File: src/rtl/apu_audio_resampler.sv
// ---------------------------------------------------------------------------
// apu_audio_resampler
//
// Purpose:
//   Converts the NES APU mixed-audio stream into one signed mono sample per
//   audio frame for the WM8731 driver. The unsigned input is DC-centred,
//   low-passed/decimated by a leaky integrator, scaled by a 4-bit volume
//   (volume/8, saturating) and written out as a left-then-right strobe pair.
//
// Ports:
//   clk           24 MHz system clock, single domain
//   reset         synchronous, active-high
//   sample_in     unsigned 16-bit APU mix sample
//   sample_valid  1-cycle strobe, sample_in consumed on that edge
//   volume        gain = volume/8 (8 = unity, 0 = silent)
//   mute          forces output data to 0, strobes still issued
//   write_data    signed sample to driver, stable from write_left to next frame
//   write_left    1-cycle strobe: driver latches write_data as left
//   write_right   1-cycle strobe: driver latches write_data as right
//   starved       1 = no sample_valid seen during the previous frame
//
// Handshake: there is no back-pressure in either direction. sample_valid is
// a fire-and-forget strobe consumed on the clock edge where it is high; the
// write_left/write_right strobes are likewise single-cycle and the driver is
// expected to latch write_data on them unconditionally.
// ---------------------------------------------------------------------------
module apu_audio_resampler #(
  parameter int FRAME_CLKS = 768,
  parameter int DC_OFFSET  = 32768,
  parameter int SHIFT      = 4
) (
  input  logic        clk,
  input  logic        reset,
  input  logic [15:0] sample_in,
  input  logic        sample_valid,
  input  logic [3:0]  volume,
  input  logic        mute,
  output logic [15:0] write_data,
  output logic        write_left,
  output logic        write_right,
  output logic        starved
);

  localparam int AW = 17 + SHIFT;
  localparam int CW = (FRAME_CLKS > 1) ? $clog2(FRAME_CLKS) : 1;
  localparam logic [CW-1:0] LAST_CNT = CW'(FRAME_CLKS - 1);

  typedef enum logic [1:0] {
    ST_IDLE = 2'd0,
    ST_WR_L = 2'd1,
    ST_WR_R = 2'd2
  } state_e;

  // Datapath
  logic signed [16:0]    x;
  logic signed [AW-1:0]  acc_q;
  logic signed [AW-1:0]  acc_d;
  logic signed [AW-1:0]  leak;
  logic signed [16:0]    filt;
  logic signed [20:0]    prod;
  logic [15:0]           sat;
  logic [15:0]           result;

  // Frame timing
  logic [CW-1:0]         cnt_q;
  logic [CW-1:0]         cnt_d;
  logic                  tick;
  logic                  seen_q;
  logic                  seen_d;

  // FSM and registered outputs
  state_e                state_q;
  logic [15:0]           data_q;
  logic                  wl_q;
  logic                  wr_q;
  logic                  starved_q;

  // DC-centre: 17-bit signed, range -32768..32767 for the default offset.
  assign x = $signed({1'b0, sample_in} - 17'(DC_OFFSET));

  // acc >>> SHIFT truncated to 17 bits is exactly the upper slice of acc.
  assign filt = acc_q[AW-1:SHIFT];
  assign leak = {{SHIFT{acc_q[AW-1]}}, filt};

  assign acc_d = sample_valid ? (acc_q + {{SHIFT{x[16]}}, x} - leak) : acc_q;

  // 17-bit signed times 5-bit non-negative gain; |prod| < 2^20 always.
  assign prod = filt * $signed({1'b0, volume});

  // Clamp (prod >>> 3) to 16-bit signed. Comparing prod against 8x the
  // limits avoids a separate shifted copy: floor(p/8) > 32767 <=> p > 262143
  // and floor(p/8) < -32768 <=> p < -262144.
  always_comb begin
    sat = prod[18:3];
    if (prod > 21'sd262143) begin
      sat = 16'h7FFF;
    end else if (prod < -21'sd262144) begin
      sat = 16'h8000;
    end
  end

  assign result = mute ? 16'h0000 : sat;

  assign tick   = (cnt_q == LAST_CNT);
  assign cnt_d  = tick ? '0 : cnt_q + CW'(1);
  // The tick cycle clears the flag; a sample in that cycle is folded into
  // starved directly rather than carried into the next frame.
  assign seen_d = tick ? 1'b0 : (seen_q | sample_valid);

  always_ff @(posedge clk) begin
    if (reset) begin
      acc_q  <= '0;
      cnt_q  <= '0;
      seen_q <= 1'b0;
    end else begin
      acc_q  <= acc_d;
      cnt_q  <= cnt_d;
      seen_q <= seen_d;
    end
  end

  // Output sequencer. The capture in the tick cycle uses acc as registered
  // at the start of that cycle, so a sample arriving in the tick cycle only
  // influences the following frame.
  always_ff @(posedge clk) begin
    if (reset) begin
      state_q   <= ST_IDLE;
      data_q    <= '0;
      wl_q      <= 1'b0;
      wr_q      <= 1'b0;
      starved_q <= 1'b0;
    end else begin
      wl_q <= 1'b0;
      wr_q <= 1'b0;
      if (tick) begin
        starved_q <= ~(seen_q | sample_valid);
      end
      case (state_q)
        ST_IDLE: begin
          if (tick) begin
            data_q  <= result;
            wl_q    <= 1'b1;
            state_q <= ST_WR_L;
          end
        end
        ST_WR_L: begin
          wr_q    <= 1'b1;
          state_q <= ST_WR_R;
        end
        ST_WR_R: begin
          state_q <= ST_IDLE;
        end
        default: begin
          state_q <= ST_IDLE;
        end
      endcase
    end
  end

  assign write_data  = data_q;
  assign write_left  = wl_q;
  assign write_right = wr_q;
  assign starved     = starved_q;

endmodule

File: config.mk
export PLATFORM = sky130hd
export DESIGN_NAME = apu_audio_resampler
export DESIGN_NICKNAME = d
export VERILOG_FILES = /design/src/rtl/apu_audio_resampler.sv
export SDC_FILE = /design/constraint.sdc
export NUM_CORES = 1
export LEC_CHECK = 0
export ABC_AREA = 1
export CORE_ASPECT_RATIO = 1.75
export CORE_MARGIN = 5
export CORE_UTILIZATION = 40
export CTS_CLUSTER_DIAMETER = 120
export DETAILED_ROUTE_END_ITERATION = 6
export SETUP_SLACK_MARGIN = 0.3
export SLEW_MARGIN = 5
export SYNTH_ARGS = -nofsm -noshare
export SYNTH_HDL_FRONTEND = slang
export SYNTH_SLANG_ARGS = --single-unit
File: constraint.sdc
create_clock -name clk -period 11.89 [get_ports clk]
set_clock_uncertainty 0.1 [all_clocks]
set_input_delay 1.189 -clock clk [delete_from_list [all_inputs] [get_ports clk]]
set_output_delay 1.189 -clock clk [all_outputs]
set_load 0.03 [all_outputs]
; ---- Word-level counts from Yosys, hierarchy flattened
; Cells that the tools add are included.
; W data, S select, Z words.
[totals]
in_bits = 24
elab_cells = 32
out_inout_bits = 19
reg_bits = 53
[op_classes]
n_bitwise = 3
reduce_logical = 4
n_lt_le_gt_ge = 2
n_mux = 7
eq_ne = 3
addsub = 4
mul = 1
[ops]
columns = operator, count
row1 = $mux W16, 3
row2 = $add A21 B21 Y21, 1
row3 = $gt A21 B19 Y1 const B, 1
row4 = $lt A21 B19 Y1 const B, 1
row5 = $mul A17 B5 Y21, 1
row6 = $sub A21 B21 Y21, 1
row7 = $sub A16 B16 Y17 const B, 1
row8 = $add A10 B1 Y10 const B, 1
row9 = $eq A10 B10 Y1 const B, 1
row10 = $pmux W2 S2, 1
row11 = $reduce_or A2 Y1, 2
row12 = $eq A2 B1 Y1 const B, 1
row13 = $logic_not A2 Y1, 1
row14 = $mux W1, 2
row15 = $mux W2, 1
row16 = $ne A2 B2 Y1 const B, 1
row17 = $not A1 Y1, 2
row18 = $reduce_and A2 Y1, 1
row19 = $or A1 B1 Y1, 1

; ---- Longest topological paths before layout
[depth]
word_depth = 5
ltp_mapped = 25
mapped_depth_nobuf = 22

; ---- Least setup slack after synthesis
; No wires, ideal clock.
[synth_path]
path_kind = input -> register
startpoint = in volume[2]
endpoint = reg data_q[1] (netlist: write_data[1])
n_path_buf = 3
arrival_ns = 4.657
t_required_ns = 11.658
setup_ns = 0.132
path_slack_ns = 7.001
cell_stages = 22
path_cell_list = clkbuf_1 > clkbuf_1 > nand2_1 > inv_1 > ha_1 > fa_1 > inv_1 > fa_1 > inv_1 > ha_1 > nand2_1 > inv_1 > nand2_1 > nor3_1 > nand3_1 > nand3_1 > nand2_1 > nand2_1 > nand2_1 > buf_6 > nand3_1 > a21oi_2
[synth_via]
elab_chain_len = 5
word_cells_on_any_way = 6
classes_between = 1 x mul / 2 x order compare / 3 x mux
[synth_rtl]
columns = element, line
row1 = "start, declared", 36  ; input logic [3:0] volume,
row2 = $mul A17 B5 Y21 *, 88  ; assign prod = filt * $signed({1'b0, volume});
row3 = $lt A21 B19 Y1, 97  ; end else if (prod < -21'sd262144) begin
row4 = $mux W16, 97
row5 = $mux W16 *, 95  ; if (prod > 21'sd262143) begin
row6 = $mux W16 *, 102  ; assign result = mute ? 16'h0000 : sat;
row7 = "end signal, assigned", 141  ; data_q <= result;
row8 = "end, declared", 73  ; logic [15:0] data_q;
; Every way passes the cells marked *; elsewhere a longest branch is shown, timed or not.
; A chain may end at the register's enable or synchronous reset.

; ---- Final worst setup path
[layout_path]
startpoint = in volume[2]
endpoint = reg data_q[14] (netlist: write_data[14])
; Same word-level chain as after synthesis.

==> flow_summary.json <==
{
  "status": "completed",
  "synthArstFlopShare": 0,
  "drtIter0Drc": 187,
  "dp_hpwl_mm": 13.2,
  "rsz0062_at_grt": "false",
  "synth_cell_types": 36,
  "synthTopCellsByArea": "fa_1, dfxtp_1, inv_1",
  "grt_usage": 0.165,
  "drv_cap": 0,
  "endpoint": "write_data[14]$_SDFFE_PP0P_",
  "wl_per_cell_um": 12.4,
  "synthTopCellsByCount": "inv_1, nand2_1, a21oi_1",
  "synth_enable_flop_cells": 0,
  "hold_viol": 0,
  "synth_largest_area_cell": "fa_1",
  "netlist.area_leader.share": 0.162,
  "worst_slack_ns": 6.36,
  "synth.most_common_cell": "inv_1",
  "worst_setup_path_start_kind": "input port",
  "vias": 5816,
  "synth_cells": 1000,
  "syn_area_um2": 6660,
  "vias_per_cell": 4.64,
  "cp-end-kind": "flop",
  "setup_tns_ns": 0,
  "globalplace.congestion": 0.919,
  "ios": 43,
  "die_w_um": 108,
  "detail_route.first_pass.iterations": 4,
  "ctsResizeCount": 0,
  "clk_pin_slew_ns": 0.08,
  "cts_tree": "yes",
  "r2r_slack_ns": 7.69,
  "reg2reg_to": "write_data[7]$_SDFFE_PP0P_",
  "grt_pass1_vias": 5788,
  "synth_ff_type": "dfxtp_1",
  "num-fill-cells": 1717,
  "root_buffer": "clkbuf_16",
  "hp-class": "flop to flop",
  "startpoint": "volume[2]",
  "synth_area_per_cell_um2": 6.66,
  "row_count": 62,
  "n_antenna_cell": 0,
  "drv_slew": 0,
  "postCtsHoldBufs": 0,
  "yosysWarnings": 0,
  "cp_max_fo": 17,
  "coreArea_um2": 16400,
  "worstReg2RegStart": "acc_q[16]$_SDFFE_PP0P_",
  "syn_to_final_growth_pct": 11.1,
  "antenna_found_initial": 0,
  "ys_ff_latch": 53,
  "place_ws_ns": 6.06,
  "clock_tree.buffer_depth": 2,
  "power_density_nw_per_um2": 263,
  "die_h_um": 181,
  "drive_above_1_share": 0.0369,
  "cts_setup_buffers": 0,
  "drt-total-wl_mm": 15.6,
  "multi_input_area_um2": 4430,
  "final_antenna_net_count": 0,
  "worstPathRequired_ns": 11.95,
  "tightest_slew_ns": 0.953,
  "synthesis.nets": 1140,
  "reg2reg_depth": 17,
  "ys_seq_area_frac": 0.159,
  "seq_area_um2": 1060,
  "grt_max_degree": 38,
  "power_leakage_nw": 4.23,
  "cts_inserted_buffers": 5,
  "insertion_delay_ns": 0.30,
  "relSlewSlack": 0.364,
  "io_buffers": 42,
  "gr-total-overflow": 0,
  "crit_type": "input port to flop",
  "dieArea_um2": 19400,
  "period_share": 0.465,
  "timing.final.crit_period_ns": 5.53,
  "worst-endpoint-arrival_ns": 5.59,
  "ir_worst_vdd_v": 0.000135,
  "grt_first_pass_wirelength_mm": 26.3,
  "h-tree-depth": 2,
  "setup_violations": 0,
  "drc_errors": 0,
  "cts_sinks": 53,
  "max_freq_mhz": 181,
  "fin_nets": 1169,
  "hp-start": "state_q[1]$_SDFFE_PP0P_",
  "start_util": 0.407
}
## where the power goes
| part | switching [W] | internal, W |
|---|---|---|
| logic | 0.000963 | 0.000554 |
| registers | 0.0000599 | 0.000210 |
| clock network | 0.0000714 | 0.0000852 |
| total | 0.00109 | 0.000849 |
## flip-flops by register name, summed over array words and instances, names as in the netlist
| register | flops |
|---|---|
| acc_q | 21 |
| write_data | 16 |
| cnt_q | 10 |
| state_q | 2 |
| seen_q | 1 |
| starved | 1 |
| write_left | 1 |
| write_right | 1 |
## area by class of cell
cell class	count	share of cell area
Tap cell	224	0.0379
Clock buffer	6	0.0188
Inverter	276	0.140
Timing Repair Buffer	44	0.0589
Sequential cell	53	0.143
Multi-Input combinational cell	649	0.598
Clock inverter	2	0.00237
## routing by layer
layer	GRT usage	vias up	part of all wire
met5	0	-	0
met4	0.0602	0	0.028
met3	0.0108	22	0.014
met2	0.337	61	0.57
met1	0.167	2669	0.39
li1	-	3064	-
## per-stage QoR
step            util  area (um^2)  total power (W)  std cells  hold WS [ns]
2_1_floorplan      -         6660          0.00145       1000         0.305
4_1_cts        0.452         7390          0.00197       1254         0.332
6_report       0.452         7390          0.00194       1254         0.329
5_1_grt        0.452         7390          0.00220       1254         0.367
3_5_place_dp   0.442         7240          0.00180       1246         0.320
3_3_place_gp   0.442         7240          0.00178       1246         0.313
## worst max-delay path, stage by stage
cell	delay [ns]
clkdlybuf4s50_1	0.93
nand2_1	0.11
inv_1	0.09
ha_1	0.26
fa_1	0.54
inv_1	0.05
fa_1	0.52
inv_1	0.04
ha_1	0.35
nand2_1	0.11
nor2_1	0.13
inv_1	0.06
nor2_1	0.17
nand3_1	0.14
nand3_1	0.13
nand2_1	0.05
nand2_1	0.11
nand2_1	0.31
nand3_1	0.22
a21oi_2	0.06
## worst min-delay path by stage
| stage | endpoint | depth (start not counted) |
|---|---|---|
| floorplan | state_q[1]$_SDFFE_PP0P_ | 1 |
| finish | state_q[1]$_SDFFE_PP0P_ | 1 |
| CTS | state_q[1]$_SDFFE_PP0P_ | 1 |
| global route | state_q[1]$_SDFFE_PP0P_ | 1 |
| global placement | state_q[1]$_SDFFE_PP0P_ | 1 |
| detailed placement | state_q[1]$_SDFFE_PP0P_ | 1 |
## cell families after synthesis
group / synth area share
adders and majority gates: 0.279
and+or+nand+nor: 0.242
xor gates and xnor gates: 0.0382
buffers and inverters: 0.176
DFF: 0.159
AOI/OAI and AO/OA: 0.105
## cell usage in the layout (no fill, tap or decap), drive strengths merged
master         netlist  routed
xor2                18      18
or2                  2       2
clkdlybuf4s50        0      42
clkbuf              16       6
xnor2               11      11
nand3               51      51
nor3                 7       7
clkinv               1       2
o211ai               5       5
and2                 3       3
nand4               12      12
a21o                 1       1
nor2                51      51
o21bai               2       2
inv                275     276
nor3b                1       1
dfxtp               53      53
a31oi                2       2
nor4                 3       3
ha                  62      62
fa                  54      54
nand2              246     246
o21ai               34      34
buf                  6       2
and3                 1       1
a21oi               81      81
o31ai                2       2
(Power assumes the default switching activity.)
